`config.mk`:
```
export PLATFORM = sky130hd
export DESIGN_NAME = jpc_fetch_ctrl
export DESIGN_NICKNAME = d
export VERILOG_FILES = /design/src/rtl/jpc_fetch_ctrl.sv
export SDC_FILE = /design/constraint.sdc
export NUM_CORES = 1
export LEC_CHECK = 0
export CORE_UTILIZATION = 42
export DETAILED_ROUTE_END_ITERATION = 10
export PLACE_DENSITY = 0.88
export SYNTH_ARGS = -nofsm -noshare
export SYNTH_HDL_FRONTEND = slang
export SYNTH_SLANG_ARGS = --single-unit
```
`constraint.sdc`:
```
create_clock -name clk -period 3.7 [get_ports clk]
set_input_delay 0.74 -clock clk [delete_from_list [all_inputs] [get_ports clk]]
set_output_delay 0.74 -clock clk [all_outputs]
set_load 0.005 [all_outputs]
```
`src/rtl/jpc_fetch_ctrl.sv`:
```
// Fetch sequencer for the jpc core: drives the PC register load port, keeps one
// instruction-memory request in flight and buffers the fetched word for decode.
module jpc_fetch_ctrl #(
    parameter int                ADDR_W   = 32,
    parameter int                INSTR_W  = 32,
    parameter logic [ADDR_W-1:0] RESET_PC = '0,
    parameter int                PC_STEP  = 4
) (
    input  logic               clk,
    input  logic               rst_n,
    input  logic [ADDR_W-1:0]  pc_I,
    output logic [ADDR_W-1:0]  pc_next_O,
    output logic               pc_en_O,
    input  logic               redirect_I,
    input  logic [ADDR_W-1:0]  redirect_pc_I,
    output logic               imem_req_O,
    output logic [ADDR_W-1:0]  imem_addr_O,
    input  logic               imem_gnt_I,
    input  logic               imem_rvalid_I,
    input  logic [INSTR_W-1:0] imem_rdata_I,
    input  logic               imem_err_I,
    output logic               inst_valid_O,
    output logic [INSTR_W-1:0] inst_O,
    output logic [ADDR_W-1:0]  inst_pc_O,
    output logic               fetch_fault_O,
    input  logic               dec_ready_I
);

    localparam logic [2:0] BOOT = 3'd0;
    localparam logic [2:0] REQ  = 3'd1;
    localparam logic [2:0] WAIT = 3'd2;
    localparam logic [2:0] KILL = 3'd3;
    localparam logic [2:0] HOLD = 3'd4;

    localparam logic [ADDR_W-1:0] STEP = ADDR_W'(PC_STEP);

    logic [2:0]         state_d, state_q;
    logic [INSTR_W-1:0] inst_d, inst_q;
    logic [ADDR_W-1:0]  inst_pc_d, inst_pc_q;
    logic               fault_d, fault_q;
    logic               pc_en_s, imem_req_s, inst_valid_s;
    logic [ADDR_W-1:0]  pc_next_s;

    // Next-state, PC load and buffer capture decisions.
    always_comb begin
        state_d      = state_q;
        inst_d       = inst_q;
        inst_pc_d    = inst_pc_q;
        fault_d      = fault_q;
        pc_en_s      = 1'b0;
        pc_next_s    = {ADDR_W{1'b0}};
        imem_req_s   = 1'b0;
        inst_valid_s = 1'b0;
        case (state_q)
            BOOT: begin
                pc_en_s   = 1'b1;
                pc_next_s = RESET_PC;
                state_d   = REQ;
            end
            REQ: begin
                imem_req_s = 1'b1;
                if (redirect_I) begin
                    // A granted request is already wrong-path, so its response must be drained.
                    pc_en_s   = 1'b1;
                    pc_next_s = redirect_pc_I;
                    state_d   = imem_gnt_I ? KILL : REQ;
                end else if (imem_gnt_I) begin
                    state_d = WAIT;
                end else begin
                    state_d = REQ;
                end
            end
            WAIT: begin
                if (redirect_I) begin
                    pc_en_s   = 1'b1;
                    pc_next_s = redirect_pc_I;
                    state_d   = imem_rvalid_I ? REQ : KILL;
                end else if (imem_rvalid_I) begin
                    inst_d    = imem_rdata_I;
                    inst_pc_d = pc_I;
                    fault_d   = imem_err_I;
                    pc_en_s   = 1'b1;
                    pc_next_s = pc_I + STEP;
                    state_d   = HOLD;
                end else begin
                    state_d = WAIT;
                end
            end
            KILL: begin
                if (redirect_I) begin
                    pc_en_s   = 1'b1;
                    pc_next_s = redirect_pc_I;
                end else begin
                    pc_en_s   = 1'b0;
                end
                state_d = imem_rvalid_I ? REQ : KILL;
            end
            HOLD: begin
                // Redirect masks the handshake so a dropped instruction is never consumed.
                inst_valid_s = !redirect_I;
                if (redirect_I) begin
                    pc_en_s   = 1'b1;
                    pc_next_s = redirect_pc_I;
                    state_d   = REQ;
                end else if (dec_ready_I) begin
                    state_d = REQ;
                end else begin
                    state_d = HOLD;
                end
            end
            default: begin
                state_d = BOOT;
            end
        endcase
    end

    // State and instruction buffer registers with synchronous reset.
    always_ff @(posedge clk) begin
        if (!rst_n) begin
            state_q   <= BOOT;
            inst_q    <= {INSTR_W{1'b0}};
            inst_pc_q <= {ADDR_W{1'b0}};
            fault_q   <= 1'b0;
        end else begin
            state_q   <= state_d;
            inst_q    <= inst_d;
            inst_pc_q <= inst_pc_d;
            fault_q   <= fault_d;
        end
    end

    // Every output is forced low while reset is held.
    assign pc_en_O       = rst_n & pc_en_s;
    assign pc_next_O     = rst_n ? pc_next_s : {ADDR_W{1'b0}};
    assign imem_req_O    = rst_n & imem_req_s;
    assign imem_addr_O   = rst_n ? pc_I : {ADDR_W{1'b0}};
    assign inst_valid_O  = rst_n & inst_valid_s;
    assign inst_O        = rst_n ? inst_q : {INSTR_W{1'b0}};
    assign inst_pc_O     = rst_n ? inst_pc_q : {ADDR_W{1'b0}};
    assign fetch_fault_O = rst_n & fault_q;

endmodule

```
==> impl_metrics.yaml, run 1 <==
run_status:
  outcome: "completed"
timing:
  worstMarginPinSlew_ns: 0.684
  clock_skew_ns: 0.00920
  hold_violations: 0
  slew_headroom: 0.544
  fin_crit_sh: 0.980
  drv_slew: 0
  finalSetupViolCount: 0
  period_minus_slack_ns: 3.63
  max_freq_mhz: 276
synthesis:
  ys_seq_elements: 68
  synth_seq_area_share: 0.331
  yosys-top-cells-area: "dfxtp_1, and2_1, nand2_1"
  synth_top_area_share: 0.331
  yosysTopAreaCell: "dfxtp_1"
  avgSynthCellArea_um2: 7.42
  synth_nets: 659
  synth_cells: 555
  yosys_warnings: 0
  synth.distinct_cells: 33
  netlist_area_mm2: 0.00412
setup_path:
  crit_fanout: 5
  critPathKind: "input pin to output port"
  end_kind: "output port"
  cp_data_arrival_time_ns: 2.89
  cp.required_ns: 2.96
  start_kind: "input pin"
placement:
  dp.cells: 920
  gp_congestion: 0.883
  numPortBuffers: 234
  hpwl_um: 10800
global_routing:
  grt_pass1_vias: 4584
  grt_max_degree: 170
  grt_pass1_wl_um: 22400
  grt-ovfl-total: 0
  grt_antenna_before_repair: 0
  grtUsageTotal: 0.283
cts:
  root_buffer: "clkbuf_8"
  clk_pin_slew_ns: 0.07
  cts_tree: "built"
  clk_latency_ns: 0.34
  ctsHoldBuffers: 0
  clockBufferDepth: 2
  htreeDepth: 3
  cts_sinks: 68
  numCtsBuffers: 9
floorplanning:
  die_w_um: 101
  row_count: 35
  fp.dieArea_mm2: 0.0102
  fp.dieH_um: 101
  ioPinCount: 235
  core-area_mm2: 0.00937
  start_util: 0.439
final_layout:
  syn2layout_area_growth_pct: 73.4
  finalNonFillerCells: 940
  nets: 910
  final_util: 0.762
  fillers: 715
  drive_gt1_frac: 0.0986
  antenna_cells: 0
hold_path:
  min_path_type: "flop to flop"
route:
  wl_per_cell_um: 15.6
  first_pass_iters: 5
  wirelength_um: 14600
  avgViaCountPerCell: 5.09
  drtAntennaViolNets: 0
  drt_iter0_markers: 185
  num_vias: 4788
  drc: 0
pwr:
  p_leak_nw: 2.68
  power.total_mw: 1.76
  p_per_area_mw_per_mm2: 247
  vdd_ir_drop_max_v: 0.000175
run:
  cap_violations: 0
-- kinds of logic after synthesis --
group,after synthesis,share of synthesized area
and+or+nand+nor,303,0.363
xor gates and xnor gates,29,0.0617
buffers and inverters,50,0.0456
adders and majority gates,1,0.00304
muxes,1,0.00243
AOI/OAI and AO/OA,103,0.193
DFF,68,0.331
-- final timing paths --
path                              startpoint                    endpoint  slack, ns  cells past startpoint
setup / recovery                    pc_I[12]               pc_next_O[21]       0.07                      9
hold / removal    inst_pc_q[10]$_SDFFE_PN0P_  inst_pc_q[10]$_SDFFE_PN0P_       0.46                      2
setup reg to reg       state_q[2]$_SDFF_PN0_     inst_q[19]$_SDFFE_PN0P_       1.88                      6
hold reg to reg   inst_pc_q[10]$_SDFFE_PN0P_  inst_pc_q[10]$_SDFFE_PN0P_       0.46                      2
-- flip-flops by register name (all words and copies together) (netlist names) --
register and cells:
fault_q 1, inst_pc_q 32, inst_q 32, state_q 3
-- timing repair --
item | in CTS | in global routing
endpoints found under the setup margin | 8 | 16
pin swaps | 4 | 2
gates resized for setup | 15 | 9
setup buffers | 1 | 3
-- synthesized netlist by cell type --
master / instances
o2bb2ai_1: 20
nor4_1: 1
and4_1: 2
clkbuf_1: 43
o22ai_1: 2
a21oi_1: 4
nor4bb_1: 1
nor2_1: 21
nor2b_1: 2
a32o_1: 1
o21a_1: 1
or4_1: 1
inv_1: 7
nand4_2: 1
xnor2_1: 11
nand3_1: 12
nor4_2: 1
and2_1: 100
mux2i_1: 1
o2bb2ai_2: 1
o311a_1: 1
a21boi_0: 65
or3_1: 1
ha_1: 1
nor3_1: 4
a22oi_1: 7
o21ai_0: 1
and3_1: 6
dfxtp_1: 68
or2_2: 1
nand2_1: 140
nand4_1: 9
xor2_1: 18
-- where the power goes --
part	switching [mW]	total (mW)	internal (mW)
clock	0.309	0.645	0.336
combinational	0.142	0.371	0.229
sequential	0.00612	0.746	0.740
-- critical path: stages --
cell and delay, ns:
clkdlybuf4s50_1 0.52, nand4_2 0.13, buf_4 0.16, nor4_2 0.27, buf_4 0.19, nand3_1 0.08
xor2_1 0.14, o2bb2ai_1 0.12, clkdlybuf4s50_1 0.52
-- cells in the final DEF, fill, tap and decap left out, drive strengths merged, types with 2 or more instances in the layout --
cell type / n
clkbuf: 10
nand3: 12
and3: 6
clkinvlp: 2
buf: 50
and2: 100
o2bb2ai: 21
nor3: 4
nor2: 21
nor4: 2
nand4: 10
xnor2: 11
a21boi: 65
dlymetal6s2s: 7
xor2: 18
dlygate4sd2: 7
nand2: 140
a21oi: 4
o22ai: 2
dfxtp: 68
clkdlybuf4s50: 219
inv: 9
and4: 2
a22oi: 7
nor2b: 2
-- metrics by stage --
step / area [um2] / TNS (ns) / worst slack, ns / hold slack [ns]
2_1_floorplan: 4120 / 0 / 0.774 / 0.439
3_3_place_gp: 6840 / -1.00 / -0.273 / 0.445
3_5_place_dp: 6840 / -1.23 / -0.304 / 0.453
4_1_cts: 7080 / -0.0555 / -0.0342 / 0.464
5_1_grt: 7140 / -0.00377 / -0.00377 / 0.486
6_report: 7140 / 0 / 0.0748 / 0.460
-- routing by layer --
metal  routed length [um]  GRT usage  vias to the layer above
met5                    0          0                        -
li1                     -          -                     2327
met1                 5550      0.312                     2207
met4                  649      0.165                        0
met2                 7390      0.501                      208
met3                 1050     0.0617                       46
-- cell type report --
type                       count  area [um2]  area share
tap                          129         161      0.0226
timing repair buffer         283        2750       0.386
clock buffer                  10         138      0.0193
clock inverter                 6        71.3     0.00999
sequential                    68        1360       0.191
inverter                       7        26.3     0.00368
multi-input combinational    437        2630       0.368
No activity file was read; power rests on OpenSTA's default activity.
==> inputs of run 2 (changes only) <==
--- a/config.mk
+++ b/config.mk
@@ -5,6 +5,7 @@
 export SDC_FILE = /design/constraint.sdc
 export NUM_CORES = 1
 export LEC_CHECK = 0
+export ABC_CLOCK_PERIOD_IN_PS = 3700
 export CORE_UTILIZATION = 42
 export DETAILED_ROUTE_END_ITERATION = 10
 export PLACE_DENSITY = 0.88
==> results of run 2 <==
The final DEF is identical to that of run 1; final timing and power are the same.
==> inputs of run 3 (changes only) <==
--- a/config.mk
+++ b/config.mk
@@ -8,6 +8,7 @@
 export ABC_CLOCK_PERIOD_IN_PS = 3700
 export CORE_UTILIZATION = 42
 export DETAILED_ROUTE_END_ITERATION = 10
+export GPL_TIMING_DRIVEN = 0
 export PLACE_DENSITY = 0.88
 export SYNTH_ARGS = -nofsm -noshare
 export SYNTH_HDL_FRONTEND = slang
==> impl_metrics.yaml, run 3 (synthesized netlist as in run 1, its figures left out) <==
run_status:
  outcome: "finished, violations left"
  violations: "negative setup slack"
timing:
  setup_slack_ns: -0.00431
  slew_headroom: 0.613
  worstMarginPinSlew_ns: 0.580
  clock_skew_ns: 0.00732
  fin_crit_sh: 1.00
  rsz0062_at_grt: "true"
  hold_violations: 0
  finalSetupViolCount: 1
  setup_tns_ns: -0.00431
  drv_slew: 0
  max_freq_mhz: 270
  period_minus_slack_ns: 3.70
setup_path:
  cp.required_ns: 2.96
  critPathKind: "input pin to output port"
  rr_worst_depth: 7
  crit_fanout: 7
  worstSetupEndpoint: "pc_next_O[27]"
  regToRegSetupSlack_ns: 1.54
  cp_data_arrival_time_ns: 2.96
  crit_path_start: "pc_I[4]"
  end_kind: "output port"
  start_kind: "input pin"
  r2r_start: "state_q[2]$_SDFF_PN0_"
  r2r-end: "inst_pc_q[21]$_SDFFE_PN0P_"
run:
  cap_violations: 0
pwr:
  p_leak_nw: 2.46
  vdd_ir_drop_max_v: 0.000201
  p_sw_uw: 444
  power.total_mw: 1.74
  intPower_mw: 1.29
  p_per_area_mw_per_mm2: 251
  power_frac_seq: 0.429
  combPwrFrac: 0.203
  switching_share: 0.255
  power_frac_clock: 0.369
route:
  avgViaCountPerCell: 5.14
  drt_iter0_markers: 166
  drtAntennaViolNets: 0
  num_vias: 4791
  first_pass_iters: 5
  wirelength_um: 14900
  drc: 0
  wl_per_cell_um: 15.9
floorplanning:
  core-area_mm2: 0.00937
  fp.dieH_um: 101
  die_w_um: 101
  ioPinCount: 235
  fp.dieArea_mm2: 0.0102
  start_util: 0.439
  row_count: 35
global_routing:
  grt_pass1_wl_um: 22900
  grt-ovfl-total: 0
  grt_antenna_before_repair: 0
  grtUsageTotal: 0.291
  grt_pass1_vias: 4571
  grt_max_degree: 20
final_layout:
  nets: 903
  antenna_cells: 0
  fillers: 758
  mostFrequentLayoutCells: "clkdlybuf4s50_1, nand2_1, and2_1"
  drive_gt1_frac: 0.0572
  largest_registers: "inst_pc_q (32), inst_q (32), state_q (3)"
  syn2layout_area_growth_pct: 68.2
  layout_commonest_cell: "clkdlybuf4s50_1"
hold_path:
  min_path_type: "flop to flop"
cts:
  clk_pin_slew_ns: 0.08
  root_buffer: "clkbuf_8"
  clk_latency_ns: 0.34
  htreeDepth: 3
  cts_tree: "built"
  clockBufferDepth: 2
  numCtsBuffers: 9
  cts_sinks: 68
placement:
  gp_congestion: 0.892
  numPortBuffers: 233
  hpwl_um: 11600
[run 3: final cells by class]
class | instances | area, um2 | area share
buffer | 41 | 164 | 0.0237
clock buffer | 11 | 151 | 0.0219
clock inverter | 5 | 60.1 | 0.00867
inverter | 7 | 26.3 | 0.00379
multi-input combinational | 437 | 2670 | 0.385
sequential | 68 | 1360 | 0.197
tap | 129 | 161 | 0.0233
timing repair buffer | 235 | 2330 | 0.337
[run 3: metal layers]
layer | part of all wire | track usage | vias up
li1 | - | - | 2319
met5 | 0 | 0 | -
met1 | 0.40 | 0.337 | 2250
met4 | 0.023 | 0.113 | 0
met3 | 0.073 | 0.0673 | 26
met2 | 0.50 | 0.520 | 196
[run 3: power groups by stage]
stage,sequential [mW],clock (mW),combinational (mW)
6_report,0.745,0.640,0.352
4_1_cts,0.745,0.639,0.349
2_1_floorplan,0.760,0,0.114
3_3_place_gp,0.761,0,0.343
5_1_grt,0.745,0.673,0.378
3_5_place_dp,0.762,0,0.347
[run 3: worst min-delay path by stage]
stage | from | to | slack (ns) | cells after the start
final | inst_pc_q[31]$_SDFFE_PN0P_ | inst_pc_q[31]$_SDFFE_PN0P_ | 0.46 | 2
after global routing | inst_q[24]$_SDFFE_PN0P_ | inst_q[24]$_SDFFE_PN0P_ | 0.48 | 2
after CTS | inst_pc_q[31]$_SDFFE_PN0P_ | inst_pc_q[31]$_SDFFE_PN0P_ | 0.46 | 2
after detailed placement | inst_pc_q[31]$_SDFFE_PN0P_ | inst_pc_q[31]$_SDFFE_PN0P_ | 0.45 | 2
after global placement | inst_pc_q[2]$_SDFFE_PN0P_ | inst_pc_q[2]$_SDFFE_PN0P_ | 0.44 | 2
after floorplan | inst_pc_q[24]$_SDFFE_PN0P_ | inst_pc_q[24]$_SDFFE_PN0P_ | 0.44 | 2
[run 3: timing repair]
item | in CTS | in global routing
endpoints found under the setup margin | 29 | 28
gates cloned | 0 | 0
pin swaps | 1 | 3
buffers inserted | 1 | 1
resized for setup | 26 | 39
hold endpoints to repair | 0 | 0
hold buffers | 0 | 0
[run 3: per-stage QoR]
step | area (um2) | utilization | hold WS (ns) | std cells | worst slack (ns)
after floorplan | 4120 | - | 0.439 | 555 | 0.774
after global placement | 6610 | 0.705 | 0.445 | 917 | -0.619
after detailed placement | 6610 | 0.705 | 0.452 | 917 | -0.616
after CTS | 6860 | 0.732 | 0.462 | 932 | -0.137
after global routing | 6920 | 0.739 | 0.481 | 933 | -0.0781
final | 6920 | 0.739 | 0.459 | 933 | -0.00431
[run 3: worst max-delay path, stage by stage]
cell             delay (ns)
dlygate4sd2_1          0.34
nand4_1                0.34
nor3_1                 0.46
nand4_1                0.22
xor2_1                 0.19
o2bb2ai_1              0.13
clkdlybuf4s50_1        0.54
